`config.mk`:
```
export PLATFORM = sky130hd
export DESIGN_NAME = instr_decode_stage
export DESIGN_NICKNAME = d
export VERILOG_FILES = /design/src/rtl/instr_decode_pkg.sv /design/src/rtl/instr_decode_stage.sv
export SDC_FILE = /design/constraint.sdc
export NUM_CORES = 1
export LEC_CHECK = 0
export BUFFER_PORTS_ARGS = -buffer_cell sky130_fd_sc_hd__buf_4
export CAP_MARGIN = 20
export CORE_AREA = 4 4 65 67
export DETAILED_ROUTE_END_ITERATION = 12
export DIE_AREA = 0 0 69 71
export GPL_TIMING_DRIVEN = 0
export PLACE_DENSITY = 0.81
export REMOVE_ABC_BUFFERS = 1
export SLEW_MARGIN = 10
export SYNTH_ARGS = -nofsm -noshare
export SYNTH_HDL_FRONTEND = slang
export SYNTH_SLANG_ARGS = --single-unit
```
`constraint.sdc`:
```
create_clock -name clk -period 3.3 [get_ports clk]
set_input_delay 0.66 -clock clk [delete_from_list [all_inputs] [get_ports clk]]
set_output_delay 0.66 -clock clk [all_outputs]
set_load 0.01 [all_outputs]
```
`src/rtl/instr_decode_pkg.sv`:
```
// Shared constants and types for the instruction decode stage.
// Opcode map, field positions, FSM encoding and bundle width.
package instr_decode_pkg;

  localparam logic [3:0] OPC_EXT  = 4'hF;
  localparam logic [3:0] OPC_RSV0 = 4'hC;
  localparam logic [3:0] OPC_RSV1 = 4'hD;
  localparam logic [3:0] OPC_RSV2 = 4'hE;

  localparam int OPC_MSB  = 15;
  localparam int OPC_LSB  = 12;
  localparam int RA_LSB   = 8;
  localparam int RB_LSB   = 4;
  localparam int IMM4_LSB = 0;

  localparam int REG_W = 2;

  // opcode, ra, rb, imm4, imm16, is_ext, illegal
  localparam int BUNDLE_W = 4 + 2 * REG_W + 4 + 16 + 2;

  typedef enum logic {
    S_FIRST = 1'b0,
    S_EXT   = 1'b1
  } state_t;

  function automatic logic is_reserved(
    input logic [3:0] opc
  );
    return opc inside {OPC_RSV0, OPC_RSV1, OPC_RSV2};
  endfunction

endpackage

```
`src/rtl/instr_decode_stage.sv`:
```
// Decode stage: handshake latch plus two-word immediate assembly.
// ILLEGAL_OP_TRAP_EN enables out_illegal and a sticky illegal flag.
module instr_decode_stage
  import instr_decode_pkg::*;
#(
  parameter logic [3:0] EXT_OPCODE    = OPC_EXT,
  parameter int         NUM_REGS_LOG2 = REG_W
) (
  input  logic                     clk,
  input  logic                     rst,
  input  logic                     flush,
  input  logic                     in_valid,
  input  logic [15:0]              in_word,
  output logic                     in_ready,
  output logic                     out_valid,
  input  logic                     out_ready,
  output logic [3:0]               out_opcode,
  output logic [NUM_REGS_LOG2-1:0] out_ra,
  output logic [NUM_REGS_LOG2-1:0] out_rb,
  output logic [3:0]               out_imm4,
  output logic [15:0]              out_imm16,
  output logic                     out_is_ext,
  output logic                     out_illegal
);

  localparam int FW = 8 + 2 * NUM_REGS_LOG2;

  state_t              state_q;
  logic [FW-1:0]       hold_q;
  logic [FW-1:0]       fields_in;
  logic [BUNDLE_W-1:0] bundle_q;
  logic [BUNDLE_W-1:0] bundle_d;
  logic [BUNDLE_W-1:0] single_b;
  logic [BUNDLE_W-1:0] ext_b;
  logic                acc_in;
  logic                acc_out;
  logic                first_ext;
  logic                load;
  logic                ill_first;
  logic                ill_hold;

  assign in_ready  = !flush && (!out_valid || out_ready);
  assign acc_in    = in_valid && in_ready;
  assign acc_out   = out_valid && out_ready;
  assign first_ext = in_word[OPC_MSB:OPC_LSB] == EXT_OPCODE;

  assign fields_in = {
    in_word[OPC_MSB:OPC_LSB],
    in_word[RA_LSB +: NUM_REGS_LOG2],
    in_word[RB_LSB +: NUM_REGS_LOG2],
    in_word[IMM4_LSB +: 4]
  };

`ifdef ILLEGAL_OP_TRAP_EN
  assign ill_first = is_reserved(fields_in[FW-1 -: 4]);
  assign ill_hold  = is_reserved(hold_q[FW-1 -: 4]);
`else
  assign ill_first = 1'b0;
  assign ill_hold  = 1'b0;
`endif

  assign single_b = {fields_in, 16'h0000, 1'b0, ill_first};
  assign ext_b    = {hold_q, in_word, 1'b1, ill_hold};

  // The word after an extension opcode is data, never an opcode.
  assign load     = acc_in && (state_q == S_EXT || !first_ext);
  assign bundle_d = (state_q == S_EXT) ? ext_b : single_b;

  always_ff @(posedge clk or posedge rst) begin
    if (rst) begin
      state_q   <= S_FIRST;
      out_valid <= 1'b0;
      bundle_q  <= '0;
      hold_q    <= '0;
    end else if (flush) begin
      state_q   <= S_FIRST;
      out_valid <= 1'b0;
    end else if (load) begin
      state_q   <= S_FIRST;
      out_valid <= 1'b1;
      bundle_q  <= bundle_d;
    end else if (acc_in) begin
      // Accepting implies any prior bundle drains this cycle.
      state_q   <= S_EXT;
      out_valid <= 1'b0;
      hold_q    <= fields_in;
    end else if (acc_out) begin
      out_valid <= 1'b0;
    end
  end

`ifdef ILLEGAL_OP_TRAP_EN
  logic illegal_seen;

  always_ff @(posedge clk or posedge rst) begin
    if (rst) begin
      illegal_seen <= 1'b0;
    end else if (!flush && load && bundle_d[0]) begin
      illegal_seen <= 1'b1;
    end
  end
`endif

  assign {
    out_opcode, out_ra, out_rb, out_imm4,
    out_imm16, out_is_ext, out_illegal
  } = bundle_q;

endmodule

```
-- Word-level counts from Yosys, hierarchy flattened
Cells that the tools add are included.
Widths: inputs -> output; s select.
- flip-flop bits (word level): 44
- bits of input ports: 21
- output and inout port bits: 32
- logic and storage cells: 28
- equality and inequality tests: 1
- muxes and demuxes: 8
- bitwise gates (word level): 2
- reductions and logical operators: 13
- operators with widths (cell ; count):
    $mux 30 ; 1
    $mux 1 ; 7
    $eq 4x4->1 const B ; 1
    $logic_and 1x1->1 ; 4
    $reduce_bool 4->1 ; 1
    $logic_not 1->1 ; 3
    $reduce_and 3->1 ; 1
    $reduce_bool 3->1 ; 1
    $logic_or 1x1->1 ; 2
    $not 1->1 ; 2
    $reduce_and 2->1 ; 1

-- Depth between registers and ports, before layout
- depth after elaboration: 7
- depth in mapped cells: 5

-- Worst setup path after synthesis
No wires, ideal clock.
- path kind: input to register
- start: input out_ready
- end: register bundle_q[19]
- data arrival time: 1.579 ns
- required time: 3.175 ns
- path slack: 1.595 ns
- stages: 5
- path through: nand2b_1 and2_1 nand3_2 buf_6 mux2_4
- word-level cells in the longest chain between the ends: 5
- RTL lines (element ; RTL line ; RTL):
    start: declaration ; instr_decode_stage.sv:16 ; input logic out_ready,
    $logic_or 1x1->1 ; instr_decode_stage.sv:42 ; assign in_ready = !flush && (!out_valid || out_ready);
    $logic_and 1x1->1 ; instr_decode_stage.sv:42 ;
    named net in_ready ; instr_decode_stage.sv:14 ; output logic in_ready,
    $logic_and 1x1->1 ; instr_decode_stage.sv:43 ; assign acc_in = in_valid && in_ready;
    $logic_and 1x1->1 ; instr_decode_stage.sv:66 ; assign load = acc_in && (state_q == S_EXT || !first_ext);
    $reduce_and 2->1 (no source line) ; -- ;
    end signal: assignment ; instr_decode_stage.sv:81 ; bundle_q <= bundle_d;
    end: declaration ; instr_decode_stage.sv:31 ; logic [BUNDLE_W-1:0] bundle_q;
The timed path passes the listed nets, and every way through them passes these cells.
A chain may end at the register's enable or synchronous reset.

-- Final worst setup path
- start: register state_q
- end: register bundle_q[25]
- word-level cells in the longest chain between the ends: 3
- RTL lines (element ; RTL line ; RTL):
    start: declaration ; instr_decode_stage.sv:28 ; state_t state_q;
    start signal: assignment ; instr_decode_stage.sv:71 ; state_q <= S_FIRST;
    start signal: assignment ; instr_decode_stage.sv:76 ; state_q <= S_FIRST;
    start signal: assignment ; instr_decode_stage.sv:79 ; state_q <= S_FIRST;
    $logic_or 1x1->1 ; instr_decode_stage.sv:66 ;
    $logic_and 1x1->1 ; instr_decode_stage.sv:66 ;
    $reduce_and 2->1 (no source line) ; -- ;
Several ways; a longest one is shown, not always the timed one.

==> flow_summary_export.csv <==
group,metric,value,unit
outcome,status,"complete, no violations",
clock_tree,cts_hold_buf,0,
placement,gp_congestion,0.798,
power,ir_drop,288,uV
logic_synthesis,synthTopCellsByArea,"dfrtp_1 55%, mux2_4 10%, mux2i_1 8.2%",
sta,maxSlewHeadroom,27.5,%
drt,vias,1241,
power,p_int,0.864,mW
sta,setup_viol,0,
sta,hold_viol,0,
sta,drv_slew,0,
clock_tree,cts_max_path_buffers,2,
drt,ant_nets,0,
drt,vias_per_cell,5.04,
placement,placed_area,2350,um2
logic_synthesis,netlist_area,1940,um2
worst_setup_path,critical_path_arrival,3050,ps
global_routing,antenna_found_initial,0,
power,power_frac_seq,55.2,%
layout,drive_gt1_share,43.4,%
global_routing,grt_pass1_wl,6.25,mm
worst_hold_path,hold_class,"in -> async",
global_routing,first_global_vias,1353,
sta,fin_crit,2890,ps
drt,initialDrtViolationCount,49,
worst_setup_path,crit_type,"reg -> reg",
layout,num_antenna_cells,0,
clock_tree,clk-insertion-delay-late,280,ps
clock_tree,cts_tree,"yes",
layout,nNetsFinal,220,
die,core-area,3630,um2
clock_tree,cts_buffers,5,
logic_synthesis,yosys_warnings,0,
die,pin_count,53,
die,dieArea,4900,um2
die,die_h,71,um
placement,hpwl,2.55,mm
logic_synthesis,yosysUniqueCellTypes,23,
clock_tree,h-tree-depth,2,
global_routing,grt_overflow,0,
layout,design_area,2420,um2
logic_synthesis,synth_top_area_cell,"dfrtp_1",
layout,area_growth,24.5,%
die,start_util,53.4,%
logic_synthesis,avgSynthCellArea,13.1,um2
power,switching_share,23.9,%
logic_synthesis,ys_ff_latch,43,
worst_setup_path,end_kind,"flop",
global_routing,grt_max_degree,37,
sta,fmax,0.346,GHz
die,rows,22,
logic_synthesis,yosysTopAreaCellShare,55.4,%
drt,drtPass1Iterations,4,
power,combPwrFrac,18.9,%
placement,port_buffers,51,
clock_tree,cts_sinks,43,
power,p_per_area,469,nW/um2
clock_tree,path_clk_slew,70,ps
layout,nFillCells,292,
clock_tree,cts_root_buffer,"clkbuf_8",
power,power_frac_clock,25.8,%
run,maxCapViolations,0,
power,power.leakage,1.26,nW
drt,drcViolationCount,0,
drt,drt-total-wl,3.56,mm
clock_tree,postCtsSetupBuffers,0,
sta,rsz0062_at_grt,"no",
drt,wire_per_inst,14.5,um
power,switching_power,0.271,mW
sta,period_share,87.6,%
worst_setup_path,worst_setup_path_start_kind,"flop",
sta,skew,4.06,ps
worst_setup_path,path_max_fanout,31,
worst_setup_path,crit_required,3460,ps
die,chipWidth,69,um
sta,tns,0,ps
clock_tree,ctsResizeCount,0,
global_routing,track_usage,15.5,%
logic_synthesis,synthCells,148,
logic_synthesis,yosysSeqAreaShare,55.4,%
sta,tightestPinTransition,1090,ps
layout,fin_util,66.6,%
-- critical path: stages (launching register included) --
cell     delay (ps)
dfrtp_1        1060
nor2b_2         120
nand4_2         180
nand3_2         790
mux2_4          600
-- placed cells by master (no fill, tap or decap) --
cell / n
a21o_1: 1
a31o_1: 1
buf_4: 51
nor2b_2: 1
clkbuf_1: 1
inv_2: 1
nand3_2: 1
nand2b_1: 1
nand3_1: 1
nor2_4: 1
buf_12: 1
nand2_1: 16
and2_1: 1
conb_1: 1
mux2_1: 8
mux2i_1: 16
nand4_2: 1
o21ai_0: 1
mux2_2: 11
clkbuf_8: 5
mux2_4: 13
inv_1: 17
dfrtp_1: 43
or2_1: 4
-- final timing paths --
path,start,endpoint,slack (ps),depth (start not counted)
worst min-delay path,rst,out_valid$_DFFE_PP0P_,280,2
max in group asynchronous,rst,bundle_q[7]$_DFFE_PP0P_,2590,3
worst min register to register,hold_q[8]$_DFFE_PP0P_,hold_q[8]$_DFFE_PP0P_,460,1
min in group clk,hold_q[8]$_DFFE_PP0P_,hold_q[8]$_DFFE_PP0P_,460,1
worst max-delay path,state_q$_DFFE_PP0P_,bundle_q[25]$_DFFE_PP0P_,410,4
worst max register to register,state_q$_DFFE_PP0P_,bundle_q[25]$_DFFE_PP0P_,410,4
-- state kept, by name, indices dropped and copies added (netlist names) --
register	cells
out_valid	1
hold_q	12
bundle_q	29
state_q	1
-- cell families (layout without fill, tap and decap cells) --
family	Yosys count	after routing	share of synthesized area, %
buf+inv	26	76	6.51
other cells	1	1	0.193
mux	48	48	29.3
flops	43	43	55.4
compound gates	3	3	1.10
simple gates	27	27	7.47
-- layout make-up --
cell class | instances | area (um2) | area share, %
clock buffers | 6 | 72.6 | 3.00
repair buffers | 52 | 403 | 16.7
inverters | 18 | 67.6 | 2.79
multi-input cells | 79 | 739 | 30.6
well taps | 48 | 60.1 | 2.48
flip-flops and latches | 43 | 1080 | 44.5
-- metrics by stage --
| stage | hold WS [ps] | cells | power [mW] | setup WS, ps |
|---|---|---|---|---|
| 3_5_place_dp | 447 | 240 | 0.854 | 390 |
| 4_1_cts | 274 | 246 | 1.15 | 377 |
| 6_report | 279 | 246 | 1.13 | 410 |
| 3_3_place_gp | 441 | 239 | 0.840 | 457 |
| 5_1_grt | 278 | 246 | 1.19 | 219 |
| 2_1_floorplan | 427 | 140 | 0.749 | 961 |
-- power groups by stage --
| stage | logic (mW) | clock network, mW | registers, mW |
|---|---|---|---|
| after global placement | 0.209 | 0 | 0.632 |
| final | 0.215 | 0.293 | 0.627 |
| after CTS | 0.219 | 0.304 | 0.627 |
| after detailed placement | 0.218 | 0 | 0.636 |
| after floorplan | 0.106 | 0 | 0.643 |
| after global routing | 0.234 | 0.325 | 0.634 |
-- layer usage --
| metal | wire [um] | vias up | global-route usage, % |
|---|---|---|---|
| met4 | 26 | 0 | 3.90 |
| met5 | 0 | - | 0 |
| li1 | - | 583 | - |
| met3 | 298 | 4 | 5.97 |
| met1 | 1470 | 609 | 18.0 |
| met2 | 1760 | 45 | 27.1 |
-- cells in the mapped netlist --
master and n:
or2_1 4, conb_1 1, and2_1 1, mux2_1 8, mux2i_1 16, nand4_2 1
a31o_1 1, nor2b_2 1, nand3_2 1, o21ai_0 1, nand2_1 16, buf_6 2
dfrtp_1 43, nor2_4 1, a21o_1 1, nand3_1 1, nand2b_1 1, mux2_4 13
inv_1 18, buf_4 3, mux2_2 11, buf_2 2, buf_1 1
Power figures use the tool's default switching activity.
